**src/rtl/mips_mc_if.sv**
```systemverilog
// Control bundle between the multicycle MIPS controller and its datapath and
// shared memory. The controller uses the master side; the datapath or a test
// harness uses the slave side.
interface mips_mc_if #(
  parameter int CNT_W = 32
);
  // Instruction fields and datapath status
  logic [5:0]       op;
  logic [5:0]       funct;
  logic             zero;
  // Shared memory handshake
  logic             mem_ready;
  logic             mem_req;
  logic             memwrite;
  // Datapath steering
  logic             iord;
  logic             irwrite;
  logic             pcen;
  logic [1:0]       pcsrc;
  logic             alusrca;
  logic [1:0]       alusrcb;
  logic [2:0]       alucontrol;
  logic             regdst;
  logic             memtoreg;
  logic             regwrite;
  // Status
  logic             illegal_op;
  logic [CNT_W-1:0] instr_count;
  logic [3:0]       state_o;

  modport master (
    input  op, funct, zero, mem_ready,
    output mem_req, memwrite, iord, irwrite, pcen, pcsrc, alusrca, alusrcb,
           alucontrol, regdst, memtoreg, regwrite, illegal_op, instr_count,
           state_o
  );

  modport slave (
    output op, funct, zero, mem_ready,
    input  mem_req, memwrite, iord, irwrite, pcen, pcsrc, alusrca, alusrcb,
           alucontrol, regdst, memtoreg, regwrite, illegal_op, instr_count,
           state_o
  );
endinterface

```
**src/rtl/mips_mc_controller.sv**
```systemverilog
// Multicycle MIPS control FSM for a datapath with one shared instruction/data
// memory. Sequences fetch/decode/execute/memory/writeback, counts retired
// instructions and traps illegal opcodes into an absorbing state.
// Optional build macro MIPS_MC_BNE_EN adds BNE (op 000101) through the BRANCH
// state; without it BNE is trapped as illegal.
module mips_mc_controller #(
  parameter int CNT_W = 32
) (
  input  logic     clk,
  input  logic     reset,
  mips_mc_if.master bus
);

  typedef enum logic [3:0] {
    S_IDLE     = 4'd0,
    S_FETCH    = 4'd1,
    S_DECODE   = 4'd2,
    S_MEMADR   = 4'd3,
    S_MEMRD    = 4'd4,
    S_MEMWB    = 4'd5,
    S_MEMWR    = 4'd6,
    S_EXECUTE  = 4'd7,
    S_ALUWB    = 4'd8,
    S_BRANCH   = 4'd9,
    S_ADDIEXEC = 4'd10,
    S_ADDIWB   = 4'd11,
    S_JUMP     = 4'd12,
    S_ILLEGAL  = 4'd15
  } state_t;

  localparam logic [5:0] OP_RTYPE = 6'b000000;
  localparam logic [5:0] OP_LW    = 6'b100011;
  localparam logic [5:0] OP_SW    = 6'b101011;
  localparam logic [5:0] OP_BEQ   = 6'b000100;
  localparam logic [5:0] OP_ADDI  = 6'b001000;
  localparam logic [5:0] OP_J     = 6'b000010;
`ifdef MIPS_MC_BNE_EN
  localparam logic [5:0] OP_BNE   = 6'b000101;
`endif

  localparam logic [5:0] FN_ADD = 6'b100000;
  localparam logic [5:0] FN_SUB = 6'b100010;
  localparam logic [5:0] FN_AND = 6'b100100;
  localparam logic [5:0] FN_OR  = 6'b100101;
  localparam logic [5:0] FN_SLT = 6'b101010;

  localparam logic [2:0] ALU_ADD = 3'b010;
  localparam logic [2:0] ALU_SUB = 3'b110;
  localparam logic [2:0] ALU_AND = 3'b000;
  localparam logic [2:0] ALU_OR  = 3'b001;
  localparam logic [2:0] ALU_SLT = 3'b111;

  // R-type function field to ALU operation; unsupported codes never reach
  // EXECUTE, so the default is only a safe filler.
  function automatic logic [2:0] alu_from_funct(input logic [5:0] f);
    case (f)
      FN_ADD:  return ALU_ADD;
      FN_SUB:  return ALU_SUB;
      FN_AND:  return ALU_AND;
      FN_OR:   return ALU_OR;
      FN_SLT:  return ALU_SLT;
      default: return ALU_ADD;
    endcase
  endfunction

  function automatic logic funct_supported(input logic [5:0] f);
    return (f == FN_ADD) || (f == FN_SUB) || (f == FN_AND) ||
           (f == FN_OR)  || (f == FN_SLT);
  endfunction

  state_t           state;
  state_t           next_state;
  logic [CNT_W-1:0] instr_cnt;
  logic             retire;

  logic       mem_req, memwrite, iord, irwrite, pcen;
  logic [1:0] pcsrc, alusrcb;
  logic       alusrca, regdst, memtoreg, regwrite, illegal_op;
  logic [2:0] alucontrol;

  // State register; reset drops straight back to IDLE from any state.
  always_ff @(posedge clk or posedge reset) begin
    if (reset) state <= S_IDLE;
    else       state <= next_state;
  end

  // Retired-instruction counter; wraps naturally at 2^CNT_W.
  always_ff @(posedge clk or posedge reset) begin
    if (reset)       instr_cnt <= '0;
    else if (retire) instr_cnt <= instr_cnt + 1'b1;
  end

  // Next-state and control decode. Moore outputs per state, with irwrite/pcen
  // additionally gated by mem_ready (FETCH) or zero (BRANCH).
  always_comb begin
    next_state = state;
    retire     = 1'b0;
    mem_req    = 1'b0;
    memwrite   = 1'b0;
    iord       = 1'b0;
    irwrite    = 1'b0;
    pcen       = 1'b0;
    pcsrc      = 2'b00;
    alusrca    = 1'b0;
    alusrcb    = 2'b00;
    alucontrol = ALU_ADD;
    regdst     = 1'b0;
    memtoreg   = 1'b0;
    regwrite   = 1'b0;
    illegal_op = 1'b0;

    case (state)
      S_IDLE: begin
        next_state = S_FETCH;
      end

      S_FETCH: begin
        mem_req = 1'b1;
        alusrcb = 2'b01;
        if (bus.mem_ready) begin
          irwrite    = 1'b1;
          pcen       = 1'b1;
          next_state = S_DECODE;
        end
      end

      // Precompute the branch target into ALUOut while the opcode is decoded.
      S_DECODE: begin
        alusrcb = 2'b11;
        case (bus.op)
          OP_LW, OP_SW: next_state = S_MEMADR;
          OP_RTYPE:     next_state = funct_supported(bus.funct) ? S_EXECUTE : S_ILLEGAL;
          OP_BEQ:       next_state = S_BRANCH;
`ifdef MIPS_MC_BNE_EN
          OP_BNE:       next_state = S_BRANCH;
`endif
          OP_ADDI:      next_state = S_ADDIEXEC;
          OP_J:         next_state = S_JUMP;
          default:      next_state = S_ILLEGAL;
        endcase
      end

      S_MEMADR: begin
        alusrca    = 1'b1;
        alusrcb    = 2'b10;
        next_state = (bus.op == OP_LW) ? S_MEMRD : S_MEMWR;
      end

      S_MEMRD: begin
        mem_req = 1'b1;
        iord    = 1'b1;
        if (bus.mem_ready) next_state = S_MEMWB;
      end

      S_MEMWB: begin
        memtoreg   = 1'b1;
        regwrite   = 1'b1;
        retire     = 1'b1;
        next_state = S_FETCH;
      end

      S_MEMWR: begin
        mem_req  = 1'b1;
        iord     = 1'b1;
        memwrite = 1'b1;
        if (bus.mem_ready) begin
          retire     = 1'b1;
          next_state = S_FETCH;
        end
      end

      S_EXECUTE: begin
        alusrca    = 1'b1;
        alucontrol = alu_from_funct(bus.funct);
        next_state = S_ALUWB;
      end

      S_ALUWB: begin
        regdst     = 1'b1;
        regwrite   = 1'b1;
        retire     = 1'b1;
        next_state = S_FETCH;
      end

      // Compare A and B; the PC takes the target held in ALUOut when taken.
      // Taken or not, the branch retires.
      S_BRANCH: begin
        alusrca    = 1'b1;
        alucontrol = ALU_SUB;
        pcsrc      = 2'b01;
`ifdef MIPS_MC_BNE_EN
        pcen       = (bus.op == OP_BNE) ? ~bus.zero : bus.zero;
`else
        pcen       = bus.zero;
`endif
        retire     = 1'b1;
        next_state = S_FETCH;
      end

      S_ADDIEXEC: begin
        alusrca    = 1'b1;
        alusrcb    = 2'b10;
        next_state = S_ADDIWB;
      end

      S_ADDIWB: begin
        regwrite   = 1'b1;
        retire     = 1'b1;
        next_state = S_FETCH;
      end

      S_JUMP: begin
        pcsrc      = 2'b10;
        pcen       = 1'b1;
        retire     = 1'b1;
        next_state = S_FETCH;
      end

      // Trap: everything quiet, only reset leaves.
      S_ILLEGAL: begin
        illegal_op = 1'b1;
        next_state = S_ILLEGAL;
      end

      default: begin
        next_state = S_IDLE;
      end
    endcase
  end

  // Drive the bundle.
  always_comb begin
    bus.mem_req     = mem_req;
    bus.memwrite    = memwrite;
    bus.iord        = iord;
    bus.irwrite     = irwrite;
    bus.pcen        = pcen;
    bus.pcsrc       = pcsrc;
    bus.alusrca     = alusrca;
    bus.alusrcb     = alusrcb;
    bus.alucontrol  = alucontrol;
    bus.regdst      = regdst;
    bus.memtoreg    = memtoreg;
    bus.regwrite    = regwrite;
    bus.illegal_op  = illegal_op;
    bus.instr_count = instr_cnt;
    bus.state_o     = state;
  end

endmodule

```
**src/flat_wrapper.sv**
```systemverilog
// flat-port wrapper written by rule: the top's interface ports become plain ports
module mips_mc_controller_flat 
#(
  parameter int CNT_W = 32
)
  (clk, reset, bus_op, bus_funct, bus_zero, bus_mem_ready, bus_mem_req, bus_memwrite, bus_iord, bus_irwrite, bus_pcen, bus_pcsrc, bus_alusrca, bus_alusrcb, bus_alucontrol, bus_regdst, bus_memtoreg, bus_regwrite, bus_illegal_op, bus_instr_count, bus_state_o);
  mips_mc_if #(.CNT_W(CNT_W)) bus_i ();
  input  logic clk;
  input  logic reset;
  input wire logic [$bits(bus_i.op)-1:0] bus_op;
  input wire logic [$bits(bus_i.funct)-1:0] bus_funct;
  input wire logic [$bits(bus_i.zero)-1:0] bus_zero;
  input wire logic [$bits(bus_i.mem_ready)-1:0] bus_mem_ready;
  output wire logic [$bits(bus_i.mem_req)-1:0] bus_mem_req;
  output wire logic [$bits(bus_i.memwrite)-1:0] bus_memwrite;
  output wire logic [$bits(bus_i.iord)-1:0] bus_iord;
  output wire logic [$bits(bus_i.irwrite)-1:0] bus_irwrite;
  output wire logic [$bits(bus_i.pcen)-1:0] bus_pcen;
  output wire logic [$bits(bus_i.pcsrc)-1:0] bus_pcsrc;
  output wire logic [$bits(bus_i.alusrca)-1:0] bus_alusrca;
  output wire logic [$bits(bus_i.alusrcb)-1:0] bus_alusrcb;
  output wire logic [$bits(bus_i.alucontrol)-1:0] bus_alucontrol;
  output wire logic [$bits(bus_i.regdst)-1:0] bus_regdst;
  output wire logic [$bits(bus_i.memtoreg)-1:0] bus_memtoreg;
  output wire logic [$bits(bus_i.regwrite)-1:0] bus_regwrite;
  output wire logic [$bits(bus_i.illegal_op)-1:0] bus_illegal_op;
  output wire logic [$bits(bus_i.instr_count)-1:0] bus_instr_count;
  output wire logic [$bits(bus_i.state_o)-1:0] bus_state_o;
  assign bus_i.op = bus_op;
  assign bus_i.funct = bus_funct;
  assign bus_i.zero = bus_zero;
  assign bus_i.mem_ready = bus_mem_ready;
  assign bus_mem_req = bus_i.mem_req;
  assign bus_memwrite = bus_i.memwrite;
  assign bus_iord = bus_i.iord;
  assign bus_irwrite = bus_i.irwrite;
  assign bus_pcen = bus_i.pcen;
  assign bus_pcsrc = bus_i.pcsrc;
  assign bus_alusrca = bus_i.alusrca;
  assign bus_alusrcb = bus_i.alusrcb;
  assign bus_alucontrol = bus_i.alucontrol;
  assign bus_regdst = bus_i.regdst;
  assign bus_memtoreg = bus_i.memtoreg;
  assign bus_regwrite = bus_i.regwrite;
  assign bus_illegal_op = bus_i.illegal_op;
  assign bus_instr_count = bus_i.instr_count;
  assign bus_state_o = bus_i.state_o;
  mips_mc_controller #(.CNT_W(CNT_W)) u_core (.clk(clk), .reset(reset), .bus(bus_i));
endmodule
```
**config.mk**
```make
export PLATFORM = sky130hd
export DESIGN_NAME = mips_mc_controller_flat
export DESIGN_NICKNAME = d
export VERILOG_FILES = /design/src/rtl/mips_mc_if.sv /design/src/rtl/mips_mc_controller.sv /design/src/flat_wrapper.sv
export SDC_FILE = /design/constraint.sdc
export NUM_CORES = 1
export LEC_CHECK = 0
export BUFFER_PORTS_ARGS = -buffer_cell sky130_fd_sc_hd__buf_2
export CORE_MARGIN = 8
export CORE_UTILIZATION = 50
export CTS_CLUSTER_DIAMETER = 80
export CTS_CLUSTER_SIZE = 30
export DETAILED_ROUTE_END_ITERATION = 10
export GPL_TIMING_DRIVEN = 0
export PLACE_DENSITY = 0.78
export SYNTH_ARGS = -nofsm -noshare
export SYNTH_HDL_FRONTEND = slang
export SYNTH_SLANG_ARGS = --single-unit
```
**constraint.sdc**
```tcl
create_clock -name clk -period 2 [get_ports clk]
set_input_delay 0.3 -clock clk [delete_from_list [all_inputs] [get_ports clk]]
set_output_delay 0.3 -clock clk [all_outputs]
set_load 0.01 [all_outputs]
```
# After elaboration in Yosys (flattened, before gate mapping)
# Index checks and enable logic that the tools add are counted.
totals:
  ff_bits: 36
  input_bits: 16
  output_inout_bits: 53
  word_cells: 67
op_classes:
  addsub: 1
  n_eq_ne: 26
  muxes: 23
  n_reduce_logical: 15
ops:
  columns: ["operator", "n"]
  rows:
  - ["equality test 6 bit (second input constant)", 7]
  - ["case mux 4 bit (9 select lines)", 1]
  - ["adder 32 x 1 -> 32 bit (second input constant)", 1]
  - ["equality test 4 bit (second input constant)", 6]
  - ["case mux 4 bit (5 select lines)", 1]
  - ["equality test 4 x 3 -> 1 bit (second input constant)", 4]
  - ["2-to-1 mux 4 bit", 4]
  - ["case mux 3 bit (4 select lines)", 1]
  - ["2-to-1 mux 1 bit", 10]
  - ["equality test 4 x 2 -> 1 bit (second input constant)", 2]
  - ["equality test 6 x 2 -> 1 bit (second input constant)", 1]
  - ["equality test 6 x 3 -> 1 bit (second input constant)", 1]
  - ["equality test 6 x 4 -> 1 bit (second input constant)", 1]
  - ["logical NOT 6 bit", 1]
  - ["!= test 2 bit (second input constant)", 3]
  - ["case mux 2 bit (3 select lines)", 1]
  - ["case mux 3 bit (2 select lines)", 1]
  - ["OR reduction 2 bit", 3]
  - ["OR reduction 3 bit", 2]
  - ["OR reduction 6 bit", 1]
  - ["OR reduction 5 bit", 1]
  - ["equality test 4 x 1 -> 1 bit (second input constant)", 1]
  - ["logical NOT 4 bit", 1]
  - ["logical OR 1 bit", 4]
  - ["6 further kinds", 6]

# Longest topological paths before layout
# Gate-level depths: netlist (run 1).
logic_depth:
  ltp_word: 8
  depth_mapped: 6
  ltp_nobuf: 6

# Least setup slack after synthesis (run 1)
# Ideal clock, no wire load.
synth_path:
  kind: "reg2out"
  from: "register u_core.state[0] (netlist: u_core.bus.state_o[0])"
  to: "output port bus_alucontrol[2]"
  arrival_time_ns: 1.672
  required_time_ns: 1.700
  slack_ns: 0.028
  path_stages_with_launch: 5
  path_buffers: 1
  cell_sequence: "dfrtp_1 clkbuf_1 nand2_1 or3_1 o41ai_1"
synth_via:
  elab_chain_len: 2
  word_cells_on_any_way: 3
  classes_between: "2 x eq/ne; 1 x mux"
synth_rtl:
  columns: ["element", "line_no", "source"]
  rows:
  - ["start, declared", "mips_mc_controller.sv:71", "state_t state;"]
  - ["start signal, assigned", "mips_mc_controller.sv:84", "else state <= next_state;"]
  - ["equality test 4 bit / equality test 4 x 3 -> 1 bit (equally long branches)", null, null]
  - ["case mux 3 bit (2 select lines) *", "mips_mc_controller.sv:112", "case (state)"]
  - ["end, declared", "flat_wrapper.sv:22", "output wire logic [$bits(bus_i.alucontrol)-1:0] bus_alucontrol;"]
# Mark *: on every way between the ends. The rest lies on a longest branch, timed or not.

# Worst setup path in the final report (run 1)
layout_path:
  from: "register u_core.state[3] (netlist: u_core.bus.state_o[3])"
  to: "output port bus_alucontrol[2]"
# The elaborated chain is that of the path after synthesis.

==> results of run 1 <==
synth_stat cells (all sizes together) (2+ instances only):
cell | count | share of area [%]
nor3 | 13 | 3.5
xnor2 | 12 | 4.8
buf | 3 | 1.1
or3 | 3 | 0.86
nand3b | 2 | 1.3
inv | 8 | 1.4
nor2 | 31 | 5.3
nor2b | 2 | 0.57
nand4 | 5 | 2.1
o21ai | 8 | 1.8
xor2 | 23 | 9.2
nand3 | 9 | 2.1
nand2b | 10 | 2.9
o2111ai | 3 | 2.3
o21bai | 2 | 1.2
dfrtp | 36 | 41
a21oi | 10 | 2.8
nor4 | 5 | 2.4
and3 | 3 | 0.86
clkbuf | 5 | 0.86
a211oi | 2 | 0.68
nand2 | 22 | 3.8
worst min path at each step:
| stage | cells after the start | to | startpoint | slack [ns] |
|---|---|---|---|---|
| floorplan | 1 | u_core.bus.instr_count[0]$_DFFE_PP0P_ | reset | 0.47 |
| global placement | 1 | u_core.bus.instr_count[31]$_DFFE_PP0P_ | u_core.bus.instr_count[31]$_DFFE_PP0P_ | 0.45 |
| detailed placement | 1 | u_core.bus.instr_count[31]$_DFFE_PP0P_ | u_core.bus.instr_count[31]$_DFFE_PP0P_ | 0.46 |
| CTS | 4 | u_core.bus.state_o[2]$_DFFE_PP0P_ | bus_mem_ready | 0.37 |
| global route | 2 | u_core.bus.instr_count[26]$_DFFE_PP0P_ | reset | 0.20 |
| finish | 2 | u_core.bus.instr_count[29]$_DFFE_PP0P_ | reset | 0.13 |
stage by stage:
stage	total power, W	cell area, sq um	TNS [ns]
CTS	0.00296	2740	0
global placement	0.00230	2600	0
global route	0.00315	2750	-0.104
finish	0.00295	2750	0
floorplan	0.00188	2190	0
detailed placement	0.00233	2600	-0.0180
critical path, delay by kind of cell, from the launching register on:
family | cells | cell delay, ns
flops | 1 | 0.40
compound gates | 1 | 0.19
buf+inv | 2 | 0.32
simple gates | 2 | 0.48
flip-flops by register name, summed over array words and instances, names as in the netlist:
signal and flops:
u_core.bus.state_o 4, u_core.bus.instr_count 32
cells by family (layout without fill, tap and decap cells):
kind of cell / Yosys count / count (layout) / share of synthesized area (%)
simple gates: 111 / 111 / 27.8
fa+ha+maj: 1 / 1 / 0.570
flops: 36 / 36 / 41.0
compound gates: 34 / 34 / 12.8
buf+inv: 16 / 93 / 3.31
mux: 1 / 1 / 0.513
xor+xnor: 35 / 35 / 14.0
per-layer routing:
layer	global-route usage, %	up-vias	part of all wire [%]
met5	0	-	0
li1	-	967	-
met4	4.39	0	0.79
met3	4.33	5	7.0
met1	19.9	936	44
met2	26.5	48	48
power groups by stage:
stage | Clock [W] | Combinational (W) | Sequential [W]
after detailed placement | 0 | 0.00133 | 0.00100
final | 0.000548 | 0.00142 | 0.000978
after CTS | 0.000558 | 0.00143 | 0.000973
after global placement | 0 | 0.00131 | 0.000991
after floorplan | 0 | 0.000871 | 0.00101
after global routing | 0.000588 | 0.00157 | 0.000996
timing repair:
action                                 in CTS  in global routing
resized for setup                           9                  2
pin swaps                                   1                  2
buffers inserted                            2                  0
endpoints found under the hold margin       0                  0
setup endpoints to repair                  13                  7
final cells by class:
class	count	area, sq um
repair buffers	70	355
multi-input cells	182	1240
inverters	8	30.0
clock buffers	7	96.3
plain buffers	8	53.8
fillers	375	1550
flip-flops and latches	36	903
well taps	52	65.1
==> metrics.txt, run 1 <==
# TYPE chip_impl_metric gauge
chip_impl_info{name="run_status",value="completed"} 1
chip_impl_info{name="rsz_0062_raised_after_global_routing",value="yes"} 1
chip_impl_metric{name="max_freq",unit="MHz"} 507
chip_impl_metric{name="ioPinCount",unit=""} 69
chip_impl_metric{name="grt_overflow_total",unit=""} 0
chip_impl_info{name="layout.cells.most_common",value="sky130_fd_sc_hd__buf_2"} 1
chip_impl_metric{name="fp.dieH",unit="um"} 82.3
chip_impl_metric{name="cts_buffers",unit=""} 5
chip_impl_metric{name="avgViaCountPerCell",unit=""} 5.39
chip_impl_metric{name="synth-async-reset-ratio",unit="%"} 100
chip_impl_metric{name="grt_first_pass_wirelength",unit="mm"} 8.58
chip_impl_info{name="critical_path.reg2reg.endpoint",value="u_core.bus.instr_count[21]$_DFFE_PP0P_"} 1
chip_impl_info{name="crit_path_start_kind",value="flop"} 1
chip_impl_metric{name="max_slew.worst_pin.slew",unit="ns"} 0.717
chip_impl_metric{name="finish.utilization",unit="%"} 63.9
chip_impl_metric{name="syn-num-nets",unit=""} 251
chip_impl_metric{name="drt_iter0_markers",unit=""} 152
chip_impl_metric{name="required",unit="ns"} 1.70
chip_impl_metric{name="routedWlPerCell",unit="um"} 14.7
chip_impl_metric{name="reg2reg_depth",unit=""} 6
chip_impl_metric{name="drc_errors",unit=""} 0
chip_impl_metric{name="cp.arrival",unit="ns"} 1.67
chip_impl_metric{name="track_usage",unit="%"} 16.0
chip_impl_metric{name="power_density",unit="mW/mm^2"} 1070
chip_impl_metric{name="number_of_global_route_vias_before_repair",unit=""} 1843
chip_impl_metric{name="diodes",unit=""} 0
chip_impl_metric{name="final_hold_viol_count",unit=""} 0
chip_impl_metric{name="floorplan.core_area",unit="sq mm"} 0.00429
chip_impl_metric{name="cpPeakStageDelay",unit="ns"} 0.40
chip_impl_metric{name="syn-instance-count",unit=""} 234
chip_impl_metric{name="portBuffers",unit=""} 68
chip_impl_metric{name="switching_power",unit="W"} 0.00121
chip_impl_metric{name="synth_enable_flop_cells",unit=""} 0
chip_impl_info{name="setup.worst_path.end",value="bus_alucontrol[2]"} 1
chip_impl_info{name="ys.flop_type",value="sky130_fd_sc_hd__dfrtp_1"} 1
chip_impl_metric{name="ys_types",unit=""} 50
chip_impl_metric{name="total_leakage_power",unit="nW"} 1.45
chip_impl_metric{name="cap_viol_max_count",unit=""} 0
chip_impl_metric{name="die_span_x",unit="um"} 82.3
chip_impl_metric{name="pwr-share-seq",unit="%"} 33.2
chip_impl_metric{name="globalplace.congestion",unit=""} 0.820
chip_impl_metric{name="synth.ff_latch_count",unit=""} 36
chip_impl_metric{name="detail_route.wirelength",unit="mm"} 5.34
chip_impl_metric{name="power.clock.fraction",unit="%"} 18.6
chip_impl_metric{name="post_route_cells_drive_above_1_share",unit="%"} 32.5
chip_impl_metric{name="dp_worst_setup_slack",unit="ns"} -0.0180
chip_impl_info{name="reg2reg_from",value="u_core.bus.state_o[0]$_DFFE_PP0P_"} 1
chip_impl_metric{name="dp.cells",unit=""} 354
chip_impl_metric{name="internal-power",unit="W"} 0.00173
chip_impl_metric{name="crit_path_max_fanout",unit=""} 10
chip_impl_info{name="buffer_cell_driving_the_clock_tree_root",value="sky130_fd_sc_hd__clkbuf_8"} 1
chip_impl_metric{name="insertion_delay",unit="ns"} 0.28
chip_impl_metric{name="pin_count_of_the_biggest_net_entering_global_routing",unit=""} 37
chip_impl_metric{name="placementRows",unit=""} 24
chip_impl_info{name="layout.cells.most_common_list",value="sky130_fd_sc_hd__buf_2 (68), sky130_fd_sc_hd__dfrtp_1 (34), sky130_fd_sc_hd__nor2_1 (31)"} 1
chip_impl_metric{name="dp_hpwl",unit="mm"} 4.08
chip_impl_metric{name="detailed_routing_iteration_count_for_the_pre_antenna_repair_pass",unit=""} 4
chip_impl_metric{name="fin_worst_skew",unit="ns"} 0.00344
chip_impl_metric{name="syn-cell-area",unit="sq mm"} 0.00219
chip_impl_metric{name="hold_slack",unit="ns"} 0.131
chip_impl_metric{name="design.die.area",unit="sq mm"} 0.00677
chip_impl_metric{name="vias",unit=""} 1956
chip_impl_info{name="holdCritPathClass",value="primary input to asynchronous set/reset pin"} 1
chip_impl_info{name="path_class",value="flop to primary output"} 1
chip_impl_metric{name="minimum_setup_slack_in_the_final_design",unit="ns"} 0.0269
chip_impl_metric{name="report.final.setup_viol",unit=""} 0
chip_impl_metric{name="finalCriticalPeriod",unit="ns"} 1.97
chip_impl_metric{name="final_net_count",unit=""} 328
chip_impl_metric{name="grt_antenna_before_repair",unit=""} 0
chip_impl_info{name="cell_with_the_largest_stage_delay_on_the_worst_path",value="sky130_fd_sc_hd__dfrtp_1"} 1
chip_impl_metric{name="pins_over_slew_limit",unit=""} 0
chip_impl_info{name="endpoint_kind",value="primary output"} 1
chip_impl_info{name="cts_tree",value="yes"} 1
chip_impl_metric{name="longest_clk_path_bufs",unit=""} 2
chip_impl_metric{name="final_cells",unit=""} 363
chip_impl_metric{name="area_growth_syn_to_layout",unit="%"} 25.1
chip_impl_metric{name="worst_setup_hold_path_clk_slew",unit="ns"} 0.07
chip_impl_metric{name="htree_levels",unit=""} 2
chip_impl_metric{name="relative_slew_slack",unit="%"} 52.1
chip_impl_metric{name="synth_seq_area_share",unit="%"} 41.0
chip_impl_metric{name="number_of_warning_messages_in_the_yosys_log",unit=""} 0
chip_impl_metric{name="cts_sinks",unit=""} 36
chip_impl_info{name="cp-startpoint",value="u_core.bus.state_o[3]$_DFFE_PP0P_"} 1
chip_impl_metric{name="cts-hold-fix-buffers",unit=""} 0
chip_impl_metric{name="start_util",unit="%"} 51.1
chip_impl_info{name="critical_path.cell_chain",value="buf_6 -> nand2b_4 -> or3_4 -> o41ai_2 -> buf_2"} 1
chip_impl_metric{name="ant_nets",unit=""} 0
chip_impl_metric{name="combPwrFrac",unit="%"} 48.2
chip_impl_metric{name="fin_crit_sh",unit="%"} 98.7
chip_impl_metric{name="r2r_slack",unit="ns"} 0.13
chip_impl_metric{name="p_sw_share",unit="%"} 41.2
chip_impl_metric{name="worst_ir_drop_on_vdd",unit="uV"} 548
chip_impl_metric{name="syn-mean-instance-area",unit="sq um"} 9.38
Note: power is estimated with default switching activity, not from simulation.
==> inputs of run 2 (changes only) <==
CORE_ASPECT_RATIO = 1.25   (was not set)
==> run 2 against run 1 <==
Critical path depth fell by 1. Via count barely moved. Register-to-register slack improved by 0.03 ns. Design area rose by 0.87%. Largest power group unchanged. Die area rose by 0.19%. Clock power rose by 1%.
==> metrics.txt, run 2 (synthesized netlist as in run 1, its figures left out) <==
# TYPE chip_impl_metric gauge
chip_impl_metric{name="max_freq",unit="MHz"} 516
chip_impl_metric{name="design.die.area",unit="sq mm"} 0.00678
chip_impl_metric{name="r2r_slack",unit="ns"} 0.16
chip_impl_info{name="holdCritPathClass",value="primary input to asynchronous set/reset pin"} 1
chip_impl_metric{name="insertion_delay",unit="ns"} 0.29
chip_impl_metric{name="vias",unit=""} 1955
chip_impl_info{name="crit_path_start_kind",value="flop"} 1
chip_impl_info{name="path_class",value="flop to primary output"} 1
chip_impl_metric{name="grt_first_pass_wirelength",unit="mm"} 8.60
chip_impl_metric{name="worst_ir_drop_on_vdd",unit="uV"} 611
chip_impl_metric{name="diodes",unit=""} 0
chip_impl_metric{name="dp_worst_setup_slack",unit="ns"} -0.0234
chip_impl_metric{name="cts-hold-fix-buffers",unit=""} 0
chip_impl_metric{name="globalplace.congestion",unit=""} 0.827
chip_impl_info{name="layout.cells.most_common",value="sky130_fd_sc_hd__buf_2"} 1
chip_impl_info{name="reg2reg_from",value="u_core.bus.state_o[3]$_DFFE_PP0P_"} 1
chip_impl_info{name="cts_tree",value="yes"} 1
chip_impl_info{name="critical_path.top_delay_family",value="buffers and inverters"} 1
chip_impl_metric{name="finalCriticalPeriod",unit="ns"} 1.94
chip_impl_metric{name="required",unit="ns"} 1.70
chip_impl_metric{name="minimum_setup_slack_in_the_final_design",unit="ns"} 0.0618
chip_impl_metric{name="pin_count_of_the_biggest_net_entering_global_routing",unit=""} 37
chip_impl_metric{name="cpPeakStageDelay",unit="ns"} 0.42
chip_impl_metric{name="cts_buffers",unit=""} 5
chip_impl_metric{name="longest_clk_path_bufs",unit=""} 2
chip_impl_metric{name="crit_path_max_fanout",unit=""} 11
chip_impl_metric{name="cts_sinks",unit=""} 36
chip_impl_metric{name="post_route_cells_drive_above_1_share",unit="%"} 33.9
chip_impl_metric{name="power_density",unit="mW/mm^2"} 1080
chip_impl_metric{name="worst_setup_hold_path_clk_slew",unit="ns"} 0.08
chip_impl_metric{name="dp_hpwl",unit="mm"} 3.94
chip_impl_metric{name="gr-usage-met2",unit="%"} 25.1
chip_impl_metric{name="detail_route.wirelength",unit="mm"} 5.20
chip_impl_metric{name="ant_nets",unit=""} 0
chip_impl_metric{name="power",unit="W"} 0.00298
chip_impl_metric{name="detailed_routing_iteration_count_for_the_pre_antenna_repair_pass",unit=""} 4
chip_impl_metric{name="avgViaCountPerCell",unit=""} 5.27
chip_impl_metric{name="portBuffers",unit=""} 68
chip_impl_info{name="run_status",value="completed"} 1
chip_impl_metric{name="ioPinCount",unit=""} 69
chip_impl_metric{name="area_growth_syn_to_layout",unit="%"} 26.2
chip_impl_metric{name="grt_antenna_before_repair",unit=""} 0
chip_impl_metric{name="routedWlPerCell",unit="um"} 14.0
chip_impl_metric{name="placementRows",unit=""} 27
chip_impl_metric{name="drt_iter0_markers",unit=""} 152
chip_impl_metric{name="cp_num_cells",unit=""} 4
chip_impl_metric{name="hold_slack",unit="ns"} 0.122
chip_impl_metric{name="max_slew.worst_pin.slew",unit="ns"} 0.725
chip_impl_metric{name="number_of_global_route_vias_before_repair",unit=""} 1891
chip_impl_metric{name="reg2reg_depth",unit=""} 6
chip_impl_metric{name="pins_over_slew_limit",unit=""} 0
chip_impl_metric{name="crit_buf_inv",unit=""} 3
chip_impl_metric{name="fp.dieH",unit="um"} 90.1
chip_impl_metric{name="report.final.setup_viol",unit=""} 0
chip_impl_metric{name="htree_levels",unit=""} 2
chip_impl_info{name="busiest_layer",value="met2"} 1
chip_impl_metric{name="cap_viol_max_count",unit=""} 0
chip_impl_metric{name="floorplan.core_area",unit="sq mm"} 0.00432
chip_impl_metric{name="grt_overflow_total",unit=""} 0
chip_impl_info{name="cell_with_the_largest_stage_delay_on_the_worst_path",value="sky130_fd_sc_hd__dfrtp_2"} 1
chip_impl_metric{name="global_route.usage.met1",unit="%"} 19.5
chip_impl_metric{name="fin_worst_skew",unit="ns"} 0.00670
chip_impl_metric{name="number_of_flip_flops_in_the_largest_register",unit=""} 32
chip_impl_info{name="critical_path.reg2reg.endpoint",value="u_core.bus.instr_count[21]$_DFFE_PP0P_"} 1
chip_impl_info{name="layout.cells.most_common_list",value="sky130_fd_sc_hd__buf_2 (68), sky130_fd_sc_hd__dfrtp_1 (33), sky130_fd_sc_hd__nor2_1 (31)"} 1
chip_impl_metric{name="total_leakage_power",unit="nW"} 1.46
chip_impl_info{name="endpoint_kind",value="primary output"} 1
chip_impl_metric{name="start_util",unit="%"} 50.8
chip_impl_metric{name="drc_errors",unit=""} 0
chip_impl_info{name="rsz_0062_raised_after_global_routing",value="no"} 1
chip_impl_metric{name="final_net_count",unit=""} 329
chip_impl_metric{name="relative_slew_slack",unit="%"} 51.6
chip_impl_metric{name="finish.utilization",unit="%"} 64.0
chip_impl_metric{name="die_span_x",unit="um"} 75.3
chip_impl_info{name="critical_path.cell_chain",value="buf_4 -> clkbuf_1 -> a211oi_1 -> buf_2"} 1
chip_impl_metric{name="fin_crit_sh",unit="%"} 96.9
chip_impl_metric{name="use_met3",unit="%"} 4.89
chip_impl_metric{name="cp.arrival",unit="ns"} 1.64
chip_impl_info{name="buffer_cell_driving_the_clock_tree_root",value="sky130_fd_sc_hd__clkbuf_8"} 1
chip_impl_metric{name="track_usage",unit="%"} 16.0
chip_impl_metric{name="final_hold_viol_count",unit=""} 0
-- run 2: cell types whose count changed in the layout (fill, tap and decap cells not counted) --
cell	previous run	this run
sky130_fd_sc_hd__nand2_2	0	1
sky130_fd_sc_hd__clkbuf_1	3	2
sky130_fd_sc_hd__nand2_1	22	21
sky130_fd_sc_hd__dfrtp_1	34	33
sky130_fd_sc_hd__buf_6	2	3
sky130_fd_sc_hd__inv_6	0	1
sky130_fd_sc_hd__clkinv_2	0	1
sky130_fd_sc_hd__dfrtp_2	2	3
sky130_fd_sc_hd__clkbuf_8	7	6
sky130_fd_sc_hd__clkbuf_2	1	2
-- run 2: repair_timing --
| action | in CTS | in global routing |
|---|---|---|
| gates cloned | 0 | 0 |
| pin swaps | 0 | 0 |
| buffers inserted | 2 | 2 |
| setup endpoints to repair | 12 | 4 |
| resized for setup | 8 | 7 |
-- run 2: worst reg2reg max path: cells and delay by family (launching register included) --
family | cells | cell delay, ns
AND/OR/NAND/NOR | 2 | 0.62
buffers and inverters | 1 | 0.17
AO/OA/AOI/OAI | 2 | 0.39
XOR/XNOR | 1 | 0.17
flip-flops | 1 | 0.42
-- run 2: how the worst max path moves through the flow --
stage          slack [ns]                         startpoint                                endpoint
2_1_floorplan        0.03  u_core.bus.state_o[0]$_DFFE_PP0P_                       bus_alucontrol[2]
3_3_place_gp        -0.02  u_core.bus.state_o[0]$_DFFE_PP0P_                       bus_alucontrol[2]
3_5_place_dp        -0.02  u_core.bus.state_o[0]$_DFFE_PP0P_                       bus_alucontrol[2]
4_1_cts             0.008  u_core.bus.state_o[0]$_DFFE_PP0P_                       bus_alucontrol[2]
5_1_grt             0.009  u_core.bus.state_o[3]$_DFFE_PP0P_  u_core.bus.instr_count[12]$_DFFE_PP0P_
6_report             0.06  u_core.bus.state_o[3]$_DFFE_PP0P_                          bus_alusrcb[1]
-- run 2: metal layers --
metal  wire length, um  share of wire [%]
met1              2210                 42
met2              2560                 49
met3               384                7.4
met4                49               0.94
met5                 0                  0
-- run 2: layout make-up --
type / instances / area [sq um]
Clock inverter: 2 / 13.8
Timing Repair Buffer: 72 / 370
Inverter: 8 / 30.0
Buffer: 7 / 51.3
Fill cell: 401 / 1560
Tap cell: 58 / 72.6
Sequential cell: 36 / 905
Clock buffer: 6 / 82.6
Multi-Input combinational cell: 182 / 1240
-- run 2: where the power goes --
group	switching (W)	total [W]	internal (W)
registers	0.000148	0.000980	0.000832
clock network	0.000274	0.000556	0.000281
logic	0.000829	0.00144	0.000615
-- run 2: metrics by stage --
step / cell area [sq um] / std cells / TNS [ns]
after floorplan: 2190 / 234 / 0
after detailed placement: 2610 / 360 / -0.0234
after global placement: 2610 / 360 / -0.0212
after global routing: 2770 / 371 / 0
after CTS: 2740 / 369 / 0
final: 2770 / 371 / 0
